==> src/rtl/ldpc_iter_ctrl.sv <==
// ---------------------------------------------------------------------------
// ldpc_iter_ctrl
//
// Iteration scheduler for the 10-bit LDPC decoder datapath (VarToCheck,
// CheckToVar and Belief nodes). A start request loads the channel evidence.
// The block then cycles the datapath through the V2C, C2V and BELIEF phases.
// After each iteration it inspects the parity result in a CHECK state. The
// decode ends on a zero syndrome or when the programmable iteration limit is
// reached, and the result is offered on an out_valid/out_ready handshake.
//
// Ports
//   i_clk          : clock, all logic on the rising edge
//   i_rst_n        : synchronous active-low reset
//   i_start        : decode request, accepted when i_start && o_in_ready
//   o_in_ready     : high only while idle
//   i_max_iter     : iteration limit, sampled on acceptance (0 acts as 1)
//   i_abort        : cancels an active decode (ignored in IDLE and DONE)
//   i_syndrome_ok  : datapath parity result, valid in the cycle after belief
//   o_load_en      : datapath load-evidence / clear-messages strobe
//   o_v2c_en       : variable-to-check update strobe
//   o_c2v_en       : check-to-variable update strobe
//   o_belief_en    : belief update / corrected_seq register strobe
//   o_busy         : high in every state except IDLE
//   o_out_valid    : result available (DONE)
//   i_out_ready    : consumer accepts the result
//   o_iter_count   : completed iterations, stable while o_out_valid is high
//   o_converged    : decode ended on a satisfied syndrome
//
// Every output is either a register or decoded only from the state register.
// No input reaches an output combinationally.
// ---------------------------------------------------------------------------
module ldpc_iter_ctrl #(
    parameter int ITER_W = 4
) (
    input  logic              i_clk,
    input  logic              i_rst_n,
    input  logic              i_start,
    output logic              o_in_ready,
    input  logic [ITER_W-1:0] i_max_iter,
    input  logic              i_abort,
    input  logic              i_syndrome_ok,
    output logic              o_load_en,
    output logic              o_v2c_en,
    output logic              o_c2v_en,
    output logic              o_belief_en,
    output logic              o_busy,
    output logic              o_out_valid,
    input  logic              i_out_ready,
    output logic [ITER_W-1:0] o_iter_count,
    output logic              o_converged
);

    typedef enum logic [2:0] {
        S_IDLE   = 3'd0,
        S_LOAD   = 3'd1,
        S_V2C    = 3'd2,
        S_C2V    = 3'd3,
        S_BELIEF = 3'd4,
        S_CHECK  = 3'd5,
        S_DONE   = 3'd6
    } state_t;

    localparam logic [ITER_W-1:0] ONE = {{(ITER_W-1){1'b0}}, 1'b1};

    state_t            r_state;
    state_t            w_state_nxt;

    logic [ITER_W-1:0] r_limit;
    logic [ITER_W-1:0] r_iter;
    logic              r_conv;

    logic              w_accept;
    logic              w_active;
    logic              w_limit_hit;
    logic [ITER_W-1:0] w_limit_ld;

    // A start is accepted only in IDLE. Requests made while busy are dropped.
    assign w_accept    = (r_state == S_IDLE) && i_start;

    // Abort is honoured only in the states that drive the datapath or wait
    // on it. The finished result in DONE cannot be cancelled.
    assign w_active    = (r_state == S_LOAD) || (r_state == S_V2C) ||
                         (r_state == S_C2V)  || (r_state == S_BELIEF) ||
                         (r_state == S_CHECK);

    // In CHECK, r_iter already includes the iteration that just finished.
    assign w_limit_hit = (r_iter == r_limit);

    // A zero limit would never terminate, so it is promoted to one.
    assign w_limit_ld  = (i_max_iter == '0) ? ONE : i_max_iter;

    // -----------------------------------------------------------------------
    // State register
    // -----------------------------------------------------------------------
    always_ff @(posedge i_clk) begin
        if (!i_rst_n) begin
            r_state <= S_IDLE;
        end else begin
            r_state <= w_state_nxt;
        end
    end

    // -----------------------------------------------------------------------
    // Next state and state-decoded outputs
    // -----------------------------------------------------------------------
    always_comb begin
        w_state_nxt = r_state;
        o_in_ready  = 1'b0;
        o_busy      = 1'b1;
        o_load_en   = 1'b0;
        o_v2c_en    = 1'b0;
        o_c2v_en    = 1'b0;
        o_belief_en = 1'b0;
        o_out_valid = 1'b0;

        case (r_state)
            S_IDLE: begin
                o_in_ready = 1'b1;
                o_busy     = 1'b0;
                if (i_start) begin
                    w_state_nxt = S_LOAD;
                end
            end

            S_LOAD: begin
                o_load_en   = 1'b1;
                w_state_nxt = i_abort ? S_IDLE : S_V2C;
            end

            S_V2C: begin
                o_v2c_en    = 1'b1;
                w_state_nxt = i_abort ? S_IDLE : S_C2V;
            end

            S_C2V: begin
                o_c2v_en    = 1'b1;
                w_state_nxt = i_abort ? S_IDLE : S_BELIEF;
            end

            S_BELIEF: begin
                o_belief_en = 1'b1;
                w_state_nxt = i_abort ? S_IDLE : S_CHECK;
            end

            S_CHECK: begin
                // Abort wins over the convergence / limit decision. Another
                // iteration goes back to V2C, not LOAD, so the datapath
                // keeps its messages between iterations.
                if (i_abort) begin
                    w_state_nxt = S_IDLE;
                end else if (i_syndrome_ok || w_limit_hit) begin
                    w_state_nxt = S_DONE;
                end else begin
                    w_state_nxt = S_V2C;
                end
            end

            S_DONE: begin
                o_out_valid = 1'b1;
                if (i_out_ready) begin
                    w_state_nxt = S_IDLE;
                end
            end

            default: begin
                w_state_nxt = S_IDLE;
            end
        endcase
    end

    // -----------------------------------------------------------------------
    // Limit, iteration counter and converged flag
    //
    // All three change only on acceptance, at the end of BELIEF, or in
    // CHECK. An aborted run therefore leaves the values from its last
    // completed step. After DONE they hold until the next acceptance.
    // -----------------------------------------------------------------------
    always_ff @(posedge i_clk) begin
        if (!i_rst_n) begin
            r_limit <= ONE;
            r_iter  <= '0;
            r_conv  <= 1'b0;
        end else if (w_accept) begin
            r_limit <= w_limit_ld;
            r_iter  <= '0;
            r_conv  <= 1'b0;
        end else if (w_active && !i_abort) begin
            // r_iter is bounded by r_limit, so this increment never wraps.
            if (r_state == S_BELIEF) begin
                r_iter <= r_iter + ONE;
            end
            if ((r_state == S_CHECK) && i_syndrome_ok) begin
                r_conv <= 1'b1;
            end
        end
    end

    assign o_iter_count = r_iter;
    assign o_converged  = r_conv;

endmodule

==> config.mk <==
export PLATFORM = sky130hd
export DESIGN_NAME = ldpc_iter_ctrl
export DESIGN_NICKNAME = d
export VERILOG_FILES = /design/src/rtl/ldpc_iter_ctrl.sv
export SDC_FILE = /design/constraint.sdc
export NUM_CORES = 1
export LEC_CHECK = 0
export ABC_AREA = 1
export CAP_MARGIN = 20
export CORE_MARGIN = 2
export CORE_UTILIZATION = 43
export DETAILED_ROUTE_END_ITERATION = 12
export PLACE_DENSITY_LB_ADDON = 0.05
export SETUP_SLACK_MARGIN = 0.4
export SYNTH_ARGS = -nofsm -noshare
export SYNTH_HDL_FRONTEND = slang
export SYNTH_SLANG_ARGS = --single-unit
export TNS_END_PERCENT = 20
==> constraint.sdc <==
create_clock -name i_clk -period 1.31 [get_ports i_clk]
set_input_delay 0.131 -clock i_clk [delete_from_list [all_inputs] [get_ports i_clk]]
set_output_delay 0.131 -clock i_clk [all_outputs]
set_load 0.005 [all_outputs]
==> reports/metrics.cfg, run 1 <==
[timing]
worst_pin_slew_ns=0.247
fin_setup_tns_ns=0
fmax_mhz=778
max_slew_headroom=0.835
rsz0062_at_grt=yes
finClkSkew_ns=0.00377
final-hold-violation-count=0
min_period_over_period=0.981
finalMaxSlewViolations=0
post-route-min-period_ns=1.29
final_critical_path_setup_slack_ns=0.0246
timing.final.setup_violations=0

[status]
status=completed

[critical_path]
critical_path.max_stage_delay_ns=0.36
reg2regPathDepth=8
crit_chain=buf_6, nor3_4, buf_6, nand2_8, clkinv_4, buf_4, nand2_1, a21oi_1
timing.critical_path.mode_cell=buf_6
critical_path.slowest_cell=dfxtp_4
critPathRequiredTime_ns=1.52
critPathArrivalTime_ns=1.49
crit_path_max_fanout=6
critical_path.top_delay_family=buffers and inverters
timing.critical_path.to_type=flip-flop
worst_reg2reg_startpoint=r_state[0]$_SDFFE_PN0P_
worst_setup_sp=r_state[0]$_SDFFE_PN0P_
crit_type=reg2reg
path_depth=8
worstPathBufferInverterCount=4
cp-start-kind=flip-flop
r2r_setup_slack_ns=0.02
rr_endpoint=o_iter_count[0]$_SDFFE_PP0P_

[yosys]
syn_nets=109
yosys_warnings=0
syn-mean-instance-area_um2=6.86
post_synth_instance_area_um2=672
synth.lib_cells_used.distinct=25
synth-seq-cells=12
seq_area_frac_synth=0.358
syn-instance-count=98

[placement]
place.detailed.hpwl_mm=1.21
io_buffer_count=21
pre_cts_ws_ns=-0.0699
gp_congestion=0.784
placedInstanceArea_um2=973

[clocking]
cts_hold_buf=0
clk-insertion-delay-late_ns=0.28
htreeDepth=1
cts_buffers=3
clock_path_buffers=2
cts_tree=built
clock_tree.root_cell=clkbuf_4
clock_pin_slew_worst_setup_and_hold_paths_ns=0.08
clock_sink_count=12

[layout]
final_net_count=150
stdcell_area_um2=1120
ff_latch_area_um2=259
multi_input_area_um2=429
final_layout_size_suffix_gt1_frac=0.416
flow.area_growth_from_synthesis_pct=66.7
n_antenna_cell=0
fill_cells=119

[power_and_ir_drop]
vdd_ir_drop_max_mv=0.643
p_clk_frac=0.262
pwr_density_cell_nw_per_um2=801
swShare=0.304
reported_net_switching_power_w=0.000273
seq_power_share=0.445
comb_power_share=0.293
power.static_leakage_nw=0.563
cell_internal_pwr_w=0.000624

[floorplanning]
die_y_um=43.5
core-area_um2=1490
floorplan.rows=14
initial_core_util=0.451
die_extent_in_x_um=43.5
design.die.area_um2=1890
io_pins=22

[min_path]
worst_hold_path.num_cells=2
hold_path_startpoint=r_limit[1]$_SDFFE_PN0P_
hold_path_class=reg2reg
hold-path-endpoint=r_limit[1]$_SDFFE_PN0P_

[global_routing]
initial_antenna_violation_count=0
gr-total-overflow=0
first_global_vias=668
pin_count_of_the_biggest_net_entering_global_routing=10
grt_first_pass_wirelength_mm=2.86
grt_util_all_layers=0.212

[detailed_routing]
detailedRoute.firstPassIterationCount=4
detailroute.via_count=742
via_per_inst=4.85
route.detailed.wl_per_inst_um=11.7
drt-initial-drc-count=9
drc_errors=0
drt_wl_total_mm=1.79
antenna_left=0

[flow_run]
maxCapViolations=0

-- worst min-delay path, delay by kind of cell, from the launching register on --
kind | cells | cell delay (ns)
DFF | 1 | 0.31
buffers and inverters | 1 | 0.06
AOI/OAI and AO/OA | 1 | 0.06
-- cell type report --
cell class	count	area share
timing repair buffer	36	0.284
inverter	17	0.0637
tap	16	0.0179
sequential	12	0.231
multi-input combinational	69	0.383
clock buffer	3	0.0201
-- cells in the final DEF (no fill, tap or decap), drive strengths merged, types with 2 or more instances in the layout --
master,count
clkdlybuf4s50,10
o21ai,6
nand2,30
a21oi,6
buf,19
nor3,2
clkbuf,6
dlymetal6s2s,3
a31oi,2
dfxtp,12
nand3,2
inv,16
or2,2
nor2,13
-- kinds of logic (layout without fill, tap and decap cells) --
kind of cell               after synthesis  count (layout)  share of synthesized area
AOI/OAI and AO/OA                       17              17                      0.153
and+or+nand+nor                         50              50                      0.363
xor gates and xnor gates                 1               1                     0.0130
buffers and inverters                   17              56                     0.0950
DFF                                     12              12                      0.358
adders and majority gates                1               1                     0.0186
-- metrics by stage --
stage,total power [W],cells,util,hold slack (ns)
floorplan,0.000521,98,-,0.215
global placement,0.000644,144,0.654,0.449
detailed placement,0.000649,144,0.654,0.464
CTS,0.000883,151,0.714,0.475
global route,0.000938,153,0.752,0.497
finish,0.000897,153,0.752,0.474
-- sequential cells by signal, summed over array words and instances (netlist names) --
| register | count |
|---|---|
| o_iter_count | 4 |
| r_limit | 4 |
| r_state | 3 |
| o_converged | 1 |
-- cell usage after synthesis --
cell      instances  share of area
a211oi_2          1          0.019
a21oi_1           5          0.037
a21oi_2           1          0.013
a31oi_1           2          0.019
dfxtp_1          12           0.36
ha_1              1          0.019
inv_1            12          0.067
inv_2             5          0.028
nand2_1          26           0.15
nand2_2           2          0.019
nand2_4           2          0.034
nand3_1           2          0.015
nor2_1           11          0.061
nor2_2            1         0.0093
nor2_4            1          0.017
nor3_1            1         0.0074
nor3_4            1          0.024
nor4_1            1         0.0093
o21ai_0           4          0.030
o21ai_1           2          0.015
o21bai_1          1          0.011
o22ai_1           1         0.0093
or2_1             1         0.0093
or2_4             1          0.013
xor2_1            1          0.013
-- worst max-delay path by stage --
stage / endpoint / slack (ns)
floorplan: o_iter_count[2]$_SDFFE_PP0P_ / 0.25
global placement: o_load_en / -0.005
detailed placement: o_load_en / -0.07
CTS: o_load_en / 0.03
global route: o_iter_count[2]$_SDFFE_PP0P_ / -0.07
finish: o_iter_count[0]$_SDFFE_PP0P_ / 0.02
-- power groups by stage --
stage	Clock (W)	Combinational [W]	Sequential, W
3_3_place_gp	0	0.000236	0.000408
6_report	0.000235	0.000263	0.000399
3_5_place_dp	0	0.000239	0.000410
4_1_cts	0.000236	0.000249	0.000398
2_1_floorplan	0	0.000111	0.000410
5_1_grt	0.000250	0.000287	0.000401
-- routing by layer --
layer / wire length, µm / vias up / GRT usage
li1: - / 387 / -
met1: 793 / 328 / 0.245
met2: 853 / 21 / 0.358
met3: 96 / 6 / 0.0625
met4: 50 / 0 / 0.0970
met5: 0 / - / 0
-- repair_timing --
item	4_1_cts	5_1_grt
setup buffers	4	2
pin swaps	3	9
endpoints found under the setup margin	24	24
gates resized for setup	42	21
(Power assumes the default switching activity.)
==> run 2: changes to the inputs <==
--- a/config.mk
+++ b/config.mk
@@ -9,6 +9,7 @@
 export CAP_MARGIN = 20
 export CORE_MARGIN = 2
 export CORE_UTILIZATION = 43
+export CTS_BUF_LIST = sky130_fd_sc_hd__clkbuf_16
 export DETAILED_ROUTE_END_ITERATION = 12
 export PLACE_DENSITY_LB_ADDON = 0.05
 export SETUP_SLACK_MARGIN = 0.4
==> reports/metrics.cfg, run 2 (synthesized netlist as in run 1, its figures left out) <==
[timing]
rsz0062_at_grt=yes
max_slew_headroom=0.814  ; -0.0210
finalMaxSlewViolations=0  ; unchanged
final-hold-violation-count=0  ; unchanged
fin_setup_tns_ns=0  ; unchanged
post-route-min-period_ns=1.25  ; -0.0347 ns
fmax_mhz=800  ; +2.8%
finClkSkew_ns=0.00240  ; -0.00137 ns
worst_pin_slew_ns=0.278  ; +0.0314 ns
timing.final.setup_violations=0  ; unchanged
final_critical_path_setup_slack_ns=0.0593  ; +0.0347 ns
min_period_over_period=0.955  ; -0.0265

[detailed_routing]
drt-initial-drc-count=14  ; +5
detailedRoute.firstPassIterationCount=4  ; unchanged
route.detailed.wl_per_inst_um=11.9  ; +1.2%
via_per_inst=4.93  ; +1.6%
antenna_left=0  ; unchanged
drt_wl_total_mm=1.79  ; -0.11%
detailroute.via_count=744  ; +0.27%
drc_errors=0  ; unchanged

[clocking]
clock_sink_count=12  ; unchanged
htreeDepth=1  ; unchanged
cts_hold_buf=0  ; unchanged
clock_pin_slew_worst_setup_and_hold_paths_ns=0.04  ; -0.04 ns
clock_path_buffers=2  ; unchanged
cts_buffers=3  ; unchanged
clock_tree.root_cell=clkbuf_16
clk-insertion-delay-late_ns=0.24  ; -0.04 ns
cts_tree=built

[critical_path]
crit_type=reg2reg
critical_path.slowest_cell=dfxtp_4
timing.critical_path.mode_cell=buf_6
worst_reg2reg_startpoint=r_state[0]$_SDFFE_PN0P_
critical_path.top_delay_family=simple AND/OR/NAND/NOR gates
reg2regPathDepth=8  ; unchanged
crit_chain=buf_6, nor3_4, buf_6, nand2_8, inv_4, nand2_2, xor2_1, nor2_1
worstPathBufferInverterCount=3  ; -1
cp-start-kind=flip-flop
critPathArrivalTime_ns=1.42  ; -0.07 ns
timing.critical_path.to_type=flip-flop
rr_endpoint=o_iter_count[2]$_SDFFE_PP0P_
r2r_setup_slack_ns=0.06  ; +0.03 ns
crit_path_max_fanout=6  ; unchanged
critPathRequiredTime_ns=1.48  ; -0.04 ns
critical_path.max_stage_delay_ns=0.35  ; about the same

[status]
status=completed

[flow_run]
maxCapViolations=0  ; unchanged

[layout]
flow.area_growth_from_synthesis_pct=72.4
n_antenna_cell=0  ; unchanged
ff_latch_area_um2=255  ; -1.4%
fill_cells=111  ; -6.7%
layout_commonest_cell=nand2_1
layout.cells.most_common_list=24 x nand2_1, 12 x inv_1, 11 x clkdlybuf4s50_1
multi_input_area_um2=424  ; -1.2%
final_net_count=148  ; -1.3%
final_layout_size_suffix_gt1_frac=0.378  ; -0.0383
layoutNonFillerInstCount=151  ; -1.3%

[floorplanning]
io_pins=22  ; unchanged
floorplan.rows=14  ; unchanged
die_extent_in_x_um=43.5  ; unchanged
core-area_um2=1490  ; unchanged
initial_core_util=0.451  ; unchanged
die_y_um=43.5  ; unchanged
design.die.area_um2=1890  ; unchanged

[placement]
placed_cells_incl_taps=144  ; unchanged
io_buffer_count=21  ; unchanged
pre_cts_ws_ns=-0.0699  ; unchanged
place.detailed.hpwl_mm=1.21  ; unchanged
gp_congestion=0.784  ; unchanged

[global_routing]
grt_util_all_layers=0.206  ; -0.00534
pin_count_of_the_biggest_net_entering_global_routing=10  ; unchanged
gr-total-overflow=0  ; unchanged
grt_first_pass_wirelength_mm=2.79  ; -2.2%
initial_antenna_violation_count=0  ; unchanged
first_global_vias=679  ; +1.6%

[power_and_ir_drop]
pwr_density_cell_nw_per_um2=1070  ; +34%
vdd_ir_drop_max_mv=1.28  ; +100%
power.static_leakage_nw=0.562  ; -0.15%

[min_path]
worst_hold_path.num_cells=2  ; unchanged
hold_path_startpoint=o_converged$_SDFFE_PP0P_
hold_path_class=reg2reg
hold-path-endpoint=o_converged$_SDFFE_PP0P_

## run 2: worst max-delay path by stage
stage	from	endpoint	cells past startpoint
after floorplan	r_state[2]$_SDFFE_PN0P_	o_iter_count[2]$_SDFFE_PP0P_	7
after global placement	r_state[1]$_SDFFE_PN0P_	o_load_en	3
after detailed placement	r_state[0]$_SDFFE_PN0P_	o_load_en	4
after CTS	r_state[0]$_SDFFE_PN0P_	r_state[2]$_SDFFE_PN0P_	8
after global routing	r_state[0]$_SDFFE_PN0P_	o_iter_count[2]$_SDFFE_PP0P_	8
final	r_state[0]$_SDFFE_PN0P_	o_iter_count[2]$_SDFFE_PP0P_	8
## run 2: through the flow
| step | utilization | hold slack (ns) | total power [W] | cell area [µm²] |
|---|---|---|---|---|
| 6_report | 0.778 | 0.462 | 0.00124 | 1160 |
| 5_1_grt | 0.778 | 0.492 | 0.00129 | 1160 |
| 4_1_cts | 0.741 | 0.470 | 0.00120 | 1100 |
| 3_5_place_dp | 0.654 | 0.464 | 0.000649 | 973 |
| 3_3_place_gp | 0.654 | 0.449 | 0.000644 | 973 |
| 2_1_floorplan | - | 0.215 | 0.000521 | 676 |
## run 2: timing repair
item / CTS / global route
pin swaps: 4 / 10
setup endpoints to repair: 24 / 24
gates resized for setup: 36 / 23
buffers inserted: 3 / 1
## run 2: layout make-up
cell class,count,share of cell area
Tap cell,16,0.0173
Timing Repair Buffer,34,0.272
Multi-Input combinational cell,69,0.366
Inverter,17,0.0594
Sequential cell,12,0.220
Clock buffer,3,0.0648
## run 2: power breakdown
group / total (W) / switching (W) / internal, W
Sequential: 0.000404 / 0.0000181 / 0.000386
Combinational: 0.000290 / 0.000138 / 0.000152
Clock: 0.000548 / 0.000151 / 0.000397
Total: 0.00124 / 0.000307 / 0.000935
## run 2: worst register-to-register path: cells and delay by family (launching register included)
kind          cells  cell delay [ns]
buf+inv           3             0.32
simple gates      4             0.36
xor+xnor          1             0.15
flops             1             0.35
## run 2: metal layers
layer / part of all wire / track usage / vias to the layer above
li1: - / - / 386
met1: 0.43 / 0.239 / 336
met2: 0.51 / 0.346 / 20
met3: 0.049 / 0.0792 / 2
met4: 0.011 / 0.0727 / 0
met5: 0 / 0 / -
==> run 3: changes to the inputs <==
--- a/config.mk
+++ b/config.mk
@@ -5,7 +5,7 @@
 export SDC_FILE = /design/constraint.sdc
 export NUM_CORES = 1
 export LEC_CHECK = 0
-export ABC_AREA = 1
+export ABC_AREA = 0
 export CAP_MARGIN = 20
 export CORE_MARGIN = 2
 export CORE_UTILIZATION = 43
==> reports/metrics.cfg, run 3 <==
[status]
status=finished, violations left
failed_checks=setup timing

[yosys]
synth_compound_area_frac=0.145  ; -0.00791
synthTopCellsByCount=12 x dfxtp_1, 10 x nand2_1, 7 x a21oi_1
syn_nets=91  ; -17%
syn-instance-count=80  ; -18%
ys_dominant_reg_cell=dfxtp_1
muxShareOfSynthArea=0.0154  ; +0.0154
synth_largest_type_area_fraction=0.371  ; +0.0131
seq_area_frac_synth=0.371  ; +0.0131
yosysMostFrequentCell=dfxtp_1
synth_top_family_by_area=simple AND/OR/NAND/NOR gates
post-synth-top-area-cell=dfxtp_1
post_synth_instance_area_um2=648  ; -3.5%
synth-edff-count=0  ; unchanged
postSynth.asyncResetShare=0  ; unchanged
synth_fa_ha_area_frac=0.0193  ; +0.000683
syn-mean-instance-area_um2=8.10  ; +18%
synthXorXnorAreaFrac=0.0676  ; +0.0545
synth_simple_gate_area_share=0.324  ; -0.0388
synth-seq-cells=12  ; unchanged
synth_top_cells_by_area=dfxtp_1 37%, xnor2_1 6.8%, nand2_1 5.8%
synth.lib_cells_used.distinct=27  ; +8.0%
yosys_warnings=0  ; unchanged

[floorplanning]
initial_core_util=0.446  ; -0.00548
core-area_um2=1450  ; -2.4%
floorplan.rows=14  ; unchanged
die_extent_in_x_um=42.8  ; -1.6%
io_pins=22  ; unchanged
design.die.area_um2=1830  ; -3.2%
die_y_um=42.8  ; -1.6%

[clocking]
clk-insertion-delay-late_ns=0.24  ; about the same
cts_hold_buf=0  ; unchanged
clock_path_buffers=2  ; unchanged
cts_tree=built
clock_tree.root_cell=clkbuf_16
htreeDepth=1  ; unchanged
clock_pin_slew_worst_setup_and_hold_paths_ns=0.04  ; about the same
cts_buffers=3  ; unchanged
clock_sink_count=12  ; unchanged

[layout]
final_net_count=136  ; -8.1%
flow.area_growth_from_synthesis_pct=86.7
layout_commonest_cell=buf_4
layout.cells.most_common_list=18 x buf_4, 10 x clkdlybuf4s50_1, 8 x nand2_1
final_layout_size_suffix_gt1_frac=0.500  ; +0.122
stdcell_area_um2=1210  ; +4.4%
ff_latch_area_um2=255  ; unchanged
n_antenna_cell=0  ; unchanged
multi_input_area_um2=472  ; +11%
fill_cells=93  ; -16%

[power_and_ir_drop]
vdd_ir_drop_max_mv=0.571  ; -56%
reported_net_switching_power_w=0.000254  ; -17%
pwr_density_cell_nw_per_um2=939  ; -12%
comb_power_share=0.161  ; -0.073
power.static_leakage_nw=0.540  ; -4.0%
cell_internal_pwr_w=0.000882  ; -5.7%
p_clk_frac=0.496  ; +0.055
seq_power_share=0.343  ; +0.018
swShare=0.223  ; -0.0239

[global_routing]
grt_util_all_layers=0.256  ; +0.0500
gr-total-overflow=0  ; unchanged
first_global_vias=796  ; +17%
initial_antenna_violation_count=0  ; unchanged
grt_first_pass_wirelength_mm=3.46  ; +24%
pin_count_of_the_biggest_net_entering_global_routing=9  ; -1

[detailed_routing]
drt-initial-drc-count=10  ; -4
detailedRoute.firstPassIterationCount=4  ; unchanged
detailroute.via_count=775  ; +4.2%
drt_wl_total_mm=2.12  ; +18%
via_per_inst=5.54  ; +12%
antenna_left=0  ; unchanged
drc_errors=0  ; unchanged
route.detailed.wl_per_inst_um=15.2  ; +28%

[timing]
timing.final.setup_violations=7  ; +7
finalMaxSlewViolations=0  ; unchanged
min_period_over_period=1.11  ; +0.160
finClkSkew_ns=0.00210  ; -0.000300 ns
max_slew_headroom=0.821  ; +0.00703
fmax_mhz=685  ; -14%
final-hold-violation-count=0  ; unchanged
final_critical_path_setup_slack_ns=-0.150  ; -0.209 ns
worst_pin_slew_ns=0.265  ; -0.0134 ns
rsz0062_at_grt=yes
post-route-min-period_ns=1.46  ; +0.209 ns

[critical_path]
r2r_setup_slack_ns=-0.15  ; -0.21 ns
critical_path.max_stage_delay_ns=0.54  ; +0.19 ns
reg2regPathDepth=3  ; -5
worstPathBufferInverterCount=0  ; -3
rr_endpoint=o_iter_count[3]$_SDFFE_PP0P_
worst_reg2reg_startpoint=r_state[1]$_SDFFE_PN0P_
timing.critical_path.to_type=flip-flop
critPathRequiredTime_ns=1.48  ; about the same
cp-start-kind=flip-flop
crit_path_max_fanout=7  ; +1
critical_path.top_delay_family=simple AND/OR/NAND/NOR gates
crit_chain=or4b_4, or3_4, a21oi_2
critPathArrivalTime_ns=1.63  ; +0.21 ns
crit_type=reg2reg
critical_path.slowest_cell=or4b_4

[min_path]
hold-path-endpoint=o_iter_count[2]$_SDFFE_PP0P_
worst_hold_path.num_cells=4  ; +2
hold_path_startpoint=i_abort
hold_path_class=in2reg

[placement]
io_buffer_count=21  ; unchanged
placedInstanceArea_um2=1010  ; +3.5%
gp_congestion=0.827  ; +5.4%
pre_cts_ws_ns=-0.392  ; -0.322 ns
place.detailed.hpwl_mm=1.38  ; +13%

[flow_run]
maxCapViolations=0  ; unchanged

## run 3: cell types whose count changed after synthesis, moves of 3 or more
cell | previous run | this run
inv_2 | 5 | 0
inv_1 | 12 | 4
nor3b_1 | 0 | 4
xnor2_1 | 0 | 5
nand2_1 | 26 | 10
nor2_1 | 11 | 4
nor3_1 | 1 | 5
clkbuf_1 | 0 | 3
## run 3: per-stage QoR
stage          power, W  utilization  instances  TNS [ns]  hold WS [ns]
2_1_floorplan  0.000457            -         80    -0.161         0.207
3_3_place_gp   0.000545        0.693        132     -2.16         0.459
3_5_place_dp   0.000549        0.693        132     -2.57         0.466
4_1_cts         0.00113        0.805        138    -0.619         0.481
5_1_grt         0.00118        0.832        140    -0.942         0.402
6_report        0.00114        0.832        140    -0.653         0.371
## run 3: cell type report
class / count / area share
Clock inverter: 1 / 0.00310
Tap cell: 16 / 0.0165
Inverter: 4 / 0.0124
Sequential cell: 12 / 0.211
Clock buffer: 3 / 0.0620
Multi-Input combinational cell: 60 / 0.390
Timing Repair Buffer: 44 / 0.305
## run 3: tightest hold or removal path: stages
cell and delay [ns]:
dlymetal6s2s_1 0.12, or4b_4 0.16, or3_4 0.12, a21oi_2 0.04
## run 3: metal layers
layer / up-vias / share of wire / GRT usage
li1: 371 / - / -
met3: 10 / 0.037 / 0.0383
met2: 21 / 0.53 / 0.452
met4: 0 / 0.033 / 0.156
met1: 373 / 0.40 / 0.283
met5: - / 0 / 0
## run 3: worst max-delay path by stage
stage	startpoint	end	slack [ns]	cells past startpoint
floorplan	r_state[0]$_SDFFE_PN0P_	o_iter_count[2]$_SDFFE_PP0P_	-0.08	4
global placement	i_abort	o_iter_count[2]$_SDFFE_PP0P_	-0.32	4
detailed placement	i_abort	o_iter_count[2]$_SDFFE_PP0P_	-0.39	4
CTS	r_state[1]$_SDFFE_PN0P_	o_iter_count[3]$_SDFFE_PP0P_	-0.15	3
global route	r_state[1]$_SDFFE_PN0P_	o_iter_count[3]$_SDFFE_PP0P_	-0.18	3
finish	r_state[1]$_SDFFE_PN0P_	o_iter_count[3]$_SDFFE_PP0P_	-0.15	3
## run 3: logic make-up after synthesis
| logic type | Yosys count |
|---|---|
| buffers and inverters | 8 |
| and+or+nand+nor | 37 |
| DFF | 12 |
| adders and majority gates | 1 |
| xor gates and xnor gates | 5 |
| AOI/OAI and AO/OA | 16 |
| muxes | 1 |
## run 3: power groups by stage
stage	Clock [W]	Sequential, W	Combinational (W)
finish	0.000564	0.000389	0.000183
global route	0.000590	0.000390	0.000197
floorplan	0	0.000391	0.0000665
global placement	0	0.000398	0.000147
detailed placement	0	0.000399	0.000150
CTS	0.000568	0.000391	0.000167
## run 3: timing repair
| action | in CTS | in global routing |
|---|---|---|
| buffers inserted | 2 | 2 |
| resized for setup | 58 | 13 |
| pin swaps | 11 | 3 |
| cloned | 0 | 0 |
| endpoints found under the setup margin | 24 | 24 |
